<file path="config.mk">
export PLATFORM = sky130hd
export DESIGN_NAME = fetch_unit_flat
export DESIGN_NICKNAME = d
export VERILOG_FILES = /design/src/rtl/fetch_unit_pkg.sv /design/src/rtl/fetch_unit_if.sv /design/src/rtl/fetch_skid.sv /design/src/rtl/fetch_unit.sv /design/src/flat_wrapper.sv
export SDC_FILE = /design/constraint.sdc
export NUM_CORES = 1
export LEC_CHECK = 0
export BUFFER_PORTS_ARGS = -buffer_cell sky130_fd_sc_hd__buf_2
export CAP_MARGIN = 10
export CORE_ASPECT_RATIO = 2
export CORE_MARGIN = 10
export CORE_UTILIZATION = 47
export DETAILED_ROUTE_END_ITERATION = 10
export PLACE_DENSITY = 0.78
export SLEW_MARGIN = 20
export SYNTH_ARGS = -nofsm -noshare
export SYNTH_HDL_FRONTEND = slang
export SYNTH_SLANG_ARGS = --single-unit
</file>
<file path="constraint.sdc">
create_clock -name clk -period 1.7 [get_ports clk]
set_input_delay 0.34 -clock clk [delete_from_list [all_inputs] [get_ports clk]]
set_output_delay 0.34 -clock clk [all_outputs]
set_load 0.005 [all_outputs]
</file>
<file path="src/rtl/fetch_unit_pkg.sv">
// Shared fetch types: 32-bit word, the instruction/PC packet handed to decode,
// and the default reset vector and instruction stride.
package fetch_unit_pkg;

  typedef logic [31:0] u32_t;

  localparam u32_t        RESET_PC_DEFAULT   = 32'h0000_0000;
  localparam int unsigned INSN_BYTES_DEFAULT = 4;

  typedef struct packed {
    u32_t instr;
    u32_t pc;
  } fetch_pkt_t;

  // Redirect targets are word addresses; the low two bits carry no meaning.
  function automatic u32_t word_align(input u32_t addr);
    return {addr[31:2], 2'b00};
  endfunction

endpackage

</file>
<file path="src/rtl/fetch_unit_if.sv">
// Fetch-stage bus: instruction memory port, redirect request and the
// valid/ready instruction stream towards decode.
interface fetch_unit_if;
  import fetch_unit_pkg::*;

  u32_t imem_addr;
  u32_t imem_data;
  logic redirect_valid;
  u32_t redirect_pc;
  logic out_valid;
  logic out_ready;
  u32_t out_instr;
  u32_t out_pc;

  modport master (
    output imem_addr, out_valid, out_instr, out_pc,
    input  imem_data, redirect_valid, redirect_pc, out_ready
  );

  modport slave (
    input  imem_addr, out_valid, out_instr, out_pc,
    output imem_data, redirect_valid, redirect_pc, out_ready
  );

endinterface

</file>
<file path="src/rtl/fetch_skid.sv">
// One-entry skid buffer for fetch packets: parks the in-flight word when decode
// stalls, because memory data is only present for a single cycle.
module fetch_skid
  import fetch_unit_pkg::*;
(
  input  logic       clk,
  input  logic       rst,
  input  logic       flush,
  input  logic       in_valid,
  output logic       in_ready,
  input  fetch_pkt_t in_pkt,
  output logic       out_valid,
  input  logic       out_ready,
  output fetch_pkt_t out_pkt
);

  logic       skid_valid_q, skid_valid_d;
  fetch_pkt_t skid_pkt_q, skid_pkt_d;

  assign in_ready  = ~skid_valid_q;
  assign out_valid = skid_valid_q | in_valid;
  assign out_pkt   = skid_valid_q ? skid_pkt_q : in_pkt;

  always_comb begin
    skid_valid_d = skid_valid_q;
    skid_pkt_d   = skid_pkt_q;
    if (flush) begin
      skid_valid_d = 1'b0;
    end else if (skid_valid_q && out_ready) begin
      skid_valid_d = 1'b0;
    end else if (in_valid && !skid_valid_q && !out_ready) begin
      skid_valid_d = 1'b1;
      skid_pkt_d   = in_pkt;
    end
  end

  always_ff @(posedge clk) begin
    if (rst) begin
      skid_valid_q <= 1'b0;
      skid_pkt_q   <= '0;
    end else begin
      skid_valid_q <= skid_valid_d;
      skid_pkt_q   <= skid_pkt_d;
    end
  end

endmodule

</file>
<file path="src/rtl/fetch_unit.sv">
// Instruction fetch: owns the PC, issues reads to a 1-cycle synchronous memory,
// pairs returned words with their PC and feeds decode through a skid buffer.
module fetch_unit
  import fetch_unit_pkg::*;
#(
  parameter u32_t        RESET_PC   = RESET_PC_DEFAULT,
  parameter int unsigned INSN_BYTES = INSN_BYTES_DEFAULT
) (
  input  logic         clk,
  input  logic         rst,
  fetch_unit_if.master bus
);

  u32_t       fetch_pc_q, fetch_pc_d;
  u32_t       pend_pc_q, pend_pc_d;
  logic       pend_valid_q, pend_valid_d;
  logic       skid_in_ready;
  logic       skid_out_valid;
  logic       issue_en;
  fetch_pkt_t pend_pkt;
  fetch_pkt_t out_pkt;

  assign pend_pkt = '{instr: bus.imem_data, pc: pend_pc_q};

  // A new read may only go out if the word it would displace has somewhere to go.
  assign issue_en = skid_in_ready && !(pend_valid_q && !bus.out_ready);

  always_comb begin
    fetch_pc_d   = fetch_pc_q;
    pend_pc_d    = pend_pc_q;
    pend_valid_d = 1'b0;
    if (bus.redirect_valid) begin
      fetch_pc_d = word_align(bus.redirect_pc);
    end else if (issue_en) begin
      pend_valid_d = 1'b1;
      pend_pc_d    = fetch_pc_q;
      fetch_pc_d   = fetch_pc_q + u32_t'(INSN_BYTES);
    end
  end

  always_ff @(posedge clk) begin
    if (rst) begin
      fetch_pc_q   <= RESET_PC;
      pend_pc_q    <= '0;
      pend_valid_q <= 1'b0;
    end else begin
      fetch_pc_q   <= fetch_pc_d;
      pend_pc_q    <= pend_pc_d;
      pend_valid_q <= pend_valid_d;
    end
  end

  fetch_skid u_skid (
    .clk       (clk),
    .rst       (rst),
    .flush     (bus.redirect_valid),
    .in_valid  (pend_valid_q),
    .in_ready  (skid_in_ready),
    .in_pkt    (pend_pkt),
    .out_valid (skid_out_valid),
    .out_ready (bus.out_ready),
    .out_pkt   (out_pkt)
  );

  assign bus.imem_addr = fetch_pc_q;
  assign bus.out_valid = skid_out_valid & ~bus.redirect_valid;
  assign bus.out_instr = out_pkt.instr;
  assign bus.out_pc    = out_pkt.pc;

endmodule
</file>
<file path="src/flat_wrapper.sv">
// flat-port wrapper written by rule: the top's interface ports become plain ports
module fetch_unit_flat import fetch_unit_pkg::*;
#(
  parameter u32_t        RESET_PC   = RESET_PC_DEFAULT,
  parameter int unsigned INSN_BYTES = INSN_BYTES_DEFAULT
)
  (clk, rst, bus_imem_addr, bus_out_valid, bus_out_instr, bus_out_pc, bus_imem_data, bus_redirect_valid, bus_redirect_pc, bus_out_ready);
  fetch_unit_if bus_i ();
  input  logic clk;
  input  logic rst;
  output wire logic [$bits(bus_i.imem_addr)-1:0] bus_imem_addr;
  output wire logic [$bits(bus_i.out_valid)-1:0] bus_out_valid;
  output wire logic [$bits(bus_i.out_instr)-1:0] bus_out_instr;
  output wire logic [$bits(bus_i.out_pc)-1:0] bus_out_pc;
  input wire logic [$bits(bus_i.imem_data)-1:0] bus_imem_data;
  input wire logic [$bits(bus_i.redirect_valid)-1:0] bus_redirect_valid;
  input wire logic [$bits(bus_i.redirect_pc)-1:0] bus_redirect_pc;
  input wire logic [$bits(bus_i.out_ready)-1:0] bus_out_ready;
  assign bus_imem_addr = bus_i.imem_addr;
  assign bus_out_valid = bus_i.out_valid;
  assign bus_out_instr = bus_i.out_instr;
  assign bus_out_pc = bus_i.out_pc;
  assign bus_i.imem_data = bus_imem_data;
  assign bus_i.redirect_valid = bus_redirect_valid;
  assign bus_i.redirect_pc = bus_redirect_pc;
  assign bus_i.out_ready = bus_out_ready;
  fetch_unit #(.RESET_PC(RESET_PC), .INSN_BYTES(INSN_BYTES)) u_core (.clk(clk), .rst(rst), .bus(bus_i));
endmodule
</file>
== Yosys cells after proc, flatten, opt, wreduce, memory -nomap -nowiden ==
Index checks and enable logic that the tools add are counted.

* Register bits after elaboration: 130
* Output and inout port bits: 97

* Add/sub/neg operators: 1
* Multiplexer cells: 4
* Bitwise logic cells: 5
* Reductions and logical operators: 13

{| class="wikitable"
|+ Operators by type and width
! kind !! count
|-
| $mux W32 || 2
|-
| $mux W64 || 1
|-
| $add A32 B3 Y32 const B || 1
|-
| $logic_and A1 B1 Y1 || 5
|-
| $logic_not A1 Y1 || 3
|-
| $not A1 Y1 || 3
|-
| $reduce_and A3 Y1 || 1
|-
| $reduce_or A3 Y1 || 1
|-
| $reduce_and A2 Y1 || 1
|-
| $reduce_bool A2 Y1 || 1
|-
| $reduce_or A2 Y1 || 1
|-
| $and A1 B1 Y1 || 1
|-
| $mux W1 || 1
|-
| $or A1 B1 Y1 || 1
|}

== Depth between registers and ports, before layout ==
* Word-level depth: 6
* Mapped depth: 7
* Mapped depth without buffers: 6

== Cells and area by module ==
From an unflattened synthesis, not the netlist that was laid out.

* Cells, all modules: 737
* Area, all modules: 6645.1 µm²

{| class="wikitable"
|+ Modules (own cells, without submodules)
! module !! instances !! cells each !! area each (µm²)
|-
| fetch_skid || 1 || 353 || 3682.3
|-
| fetch_unit || 1 || 384 || 2962.8
|}

== Worst setup path before layout ==
Ideal clock, no wire load.

* Path kind: flip-flop to output port
* Start point: register u_core.u_skid.skid_valid_q
* End point: output bus_out_instr[0]
* Arrival: 1384 ps
* Setup slack: -24 ps
* Stages on the path, launching flop included: 4
* Buffers on the path: 2
* Cell sequence: dfxtp_1 > buf_1 > clkbuf_1 > mux2_2

* Word-level cells in the longest chain between the ends: 1

{| class="wikitable"
|+ Ends and longest elaborated chain
! element !! line !! RTL
|-
| start, declared || fetch_skid.sv:17 || <nowiki>logic skid_valid_q, skid_valid_d;</nowiki>
|-
| start signal, assigned || fetch_skid.sv:42 || <nowiki>skid_valid_q <= skid_valid_d;</nowiki>
|-
| $mux W64 || fetch_skid.sv:22 || <nowiki>assign out_pkt = skid_valid_q ? skid_pkt_q : in_pkt;</nowiki>
|-
| end, declared || flat_wrapper.sv:13 || <nowiki>output wire logic [$bits(bus_i.out_instr)-1:0] bus_out_instr;</nowiki>
|}

Every way passes these cells.

== Worst setup path after layout ==
* Start point: register u_core.u_skid.skid_valid_q
* End point: output bus_out_pc[11]

* Word-level cells in the longest chain between the ends: 1

{| class="wikitable"
|+ Ends and longest elaborated chain
! element !! line !! RTL
|-
| $mux W64 || fetch_skid.sv:22 ||
|-
| end, declared || flat_wrapper.sv:14 || <nowiki>output wire logic [$bits(bus_i.out_pc)-1:0] bus_out_pc;</nowiki>
|}

Every way passes these cells.

==> metrics.cfg <==
[place]
dp.final_hpwl_mm=12.7
place_congestion=0.940
io_buffers=158

[timing]
max_slew.worst_pin.slew_ns=0.685
hold_viol=0
max_freq_ghz=0.527
layout_min_cycle_time_ns=1.90
setup_viol=71
relSlewSlack=0.542
drv_slew=0
finalCritPeriodShare=1.12
rsz0062_at_grt=true
finClkSkew_ns=0.00934
setup_ws_ns=-0.198

[worst_setup_path]
start_kind=flip-flop
worst-setup-path-type=flip-flop to output port
rrSetupSlack_ns=-0.10
critPathMaxStageDelay_ns=0.44
worstPathRequired_ns=1.36
endpoint_kind=output port
crit_chain=buf_8 -> mux2_2 -> buf_2
rr_worst_depth=7
critPathMaxFanout=15
critPathArrivalTime_ns=1.56
crit_slowest_cell=dfxtp_4

[clock_tree]
ctsLongestPathBuffers=2
htree_num_levels=4
tritoncts=yes
clk_pin_slew_ns=0.06
cts_made_buffers=17
cts.sinks=124
cts_hold_buf=0
root_buffer=clkbuf_16
worst_skew_pair.late_latency_ns=0.41

[synthesis]
ys_async_sr_fraction=0
syn-mean-instance-area_um2=8.26
ys_seq_elements=124
syn_area_mm2=0.00580
postSynthCellCount=702
synth-edff-count=0
yosys_warnings=0
synth_flop_cell=dfxtp_1
synth.distinct_cells=51
ys_seq_area_frac=0.428

[global_route]
grt-ovfl-total=0
grtUsageTotal=0.200
grt_pass1_wl_mm=28.8
grt_pass1_vias=5696
antenna_found_initial=0
grt_max_degree=82

[die]
ioPinCount=165
num_rows=57
start_util=0.479
core-area_mm2=0.0121
die_x_um=98.6
die_area_mm2=0.0175
fp.dieH_um=177

[status]
violations=setup timing
status=finished, violations left

[power]
p_total_mw=7.59
ir_drop_mv=0.743
leakage_nw=3.28
p_per_area_mw_per_mm2=936

[final_layout]
diodes=0
syn_to_final_growth_pct=39.7
finish.utilization=0.669
nets=961
drive_gt1_frac=0.391
n_fill_cell=969

[route]
avgRoutedWirePerCell_um=17.9
detail_route.first_pass.iterations=5
ant_nets=0
drtIter0Drc=361
drc=0
num_vias=5805
wl_mm=18.8
routed_via_density=5.52

[hold_path]
min_path_cells=3
hold_class=input pin to flip-flop

[flow_run]
drv_cap=0

## power breakdown
group	internal (mW)	total [mW]	switching [mW]
sequential	3.00	3.08	0.0785
clock	2.24	3.62	1.38
combinational	0.437	0.888	0.452
## cell usage in the layout, fill, tap and decap left out, drive strengths merged, types with 6 or more instances in the layout
| cell type | n |
|---|---|
| a211oi | 13 |
| a21oi | 98 |
| and3 | 6 |
| buf | 218 |
| clkbuf | 21 |
| dfxtp | 124 |
| mux2 | 62 |
| nand2 | 215 |
| nand3 | 13 |
| nand4 | 15 |
| nor2 | 23 |
| nor3 | 7 |
| nor4 | 9 |
| o21ai | 7 |
| xnor2 | 19 |
| xor2 | 6 |
## layout make-up
cell class / instances / area [um^2] / area share
well taps: 147 / 184 / 0.0227
repair buffers: 219 / 1540 / 0.189
clock buffers: 20 / 457 / 0.0563
clock inverters: 12 / 138 / 0.0170
flip-flops and latches: 124 / 2490 / 0.307
inverters: 5 / 18.8 / 0.00232
multi-input cells: 525 / 3280 / 0.405
## Yosys cell counts (2+ instances only)
cell,instances,area (um^2)
and3_1,5,31.3
nand4_1,14,87.6
nand3_2,2,20.0
mux2_2,62,698
and4_1,4,35.0
o21ai_1,6,30.0
a311oi_1,2,17.5
nor2_1,23,86.3
a31oi_1,3,18.8
nor4_2,4,50.1
nand3_1,10,50.1
inv_1,3,11.3
xnor2_1,19,166
nand2_1,214,803
a21oi_1,98,490
or3_1,2,12.5
a211oi_1,12,90.1
nor4_1,5,31.3
buf_2,9,45.0
nor3_2,4,40.0
clkinv_1,2,7.51
buf_4,7,52.6
dfxtp_1,124,2480
o211ai_1,2,15.0
clkbuf_1,33,124
nor3_1,3,15.0
xor2_1,6,52.6
## routing by layer
| metal | GRT usage | share of wire |
|---|---|---|
| met5 | 0 | 0 |
| met4 | 0.117 | 0.040 |
| met3 | 0.0485 | 0.056 |
| met2 | 0.364 | 0.54 |
| met1 | 0.200 | 0.36 |
## sequential cells by signal, summed over array words and instances (netlist names)
name	flops
u_core.u_skid.skid_pkt_q	62
u_core.u_skid.skid_valid_q	1
u_core.bus.imem_addr	30
u_core.pend_pc_q	30
u_core.pend_valid_q	1
## logic make-up (layout without fill, tap and decap cells)
family / count (synthesis) / count (layout) / synth area share
AO/OA/AOI/OAI: 127 / 127 / 0.120
XOR/XNOR: 25 / 25 / 0.0377
adder cells (fa/ha/maj): 1 / 1 / 0.00216
buffers and inverters: 56 / 256 / 0.0440
flip-flops: 124 / 124 / 0.428
multiplexers: 62 / 62 / 0.120
other: 1 / 4 / 0.000646
AND/OR/NAND/NOR: 306 / 306 / 0.247
## stage by stage
stage	TNS, ns	instance area [um^2]	std cells	hold slack (ns)	setup WS [ns]
6_report	-10.53	8110	1052	0.136	-0.198
5_1_grt	-13.56	8110	1052	0.151	-0.235
3_5_place_dp	-4.19	7020	1011	0.443	-0.172
3_3_place_gp	-2.72	7020	1011	0.438	-0.0965
2_1_floorplan	-1.08	5810	705	0.417	-0.0236
4_1_cts	-11.11	7700	1044	0.131	-0.218
## timing repair
| item | 4_1_cts | 5_1_grt |
|---|---|---|
| pin swaps | 0 | 17 |
| buffers inserted | 0 | 7 |
| setup endpoints to repair | 73 | 77 |
| endpoints found under the hold margin | 0 | 0 |
| cloned | 1 | 1 |
| resized for setup | 13 | 71 |
## final timing paths
path / endpoint / start
setup / recovery: bus_out_pc[11] / u_core.u_skid.skid_valid_q$_SDFFE_PP0P_
hold / removal: u_core.bus.imem_addr[24]$_SDFFE_PP0P_ / bus_redirect_pc[24]
setup reg to reg: u_core.bus.imem_addr[20]$_SDFFE_PP0P_ / u_core.u_skid.skid_valid_q$_SDFFE_PP0P_
hold reg to reg: u_core.u_skid.skid_pkt_q[40]$_SDFFE_PP0P_ / u_core.u_skid.skid_pkt_q[40]$_SDFFE_PP0P_
## worst max-delay path: cells and delay by family (launching register included)
family   cells  cell delay (ns)
mux          1             0.37
flops        1             0.44
buf+inv      2             0.32
Note: power is estimated with default switching activity, not from simulation.
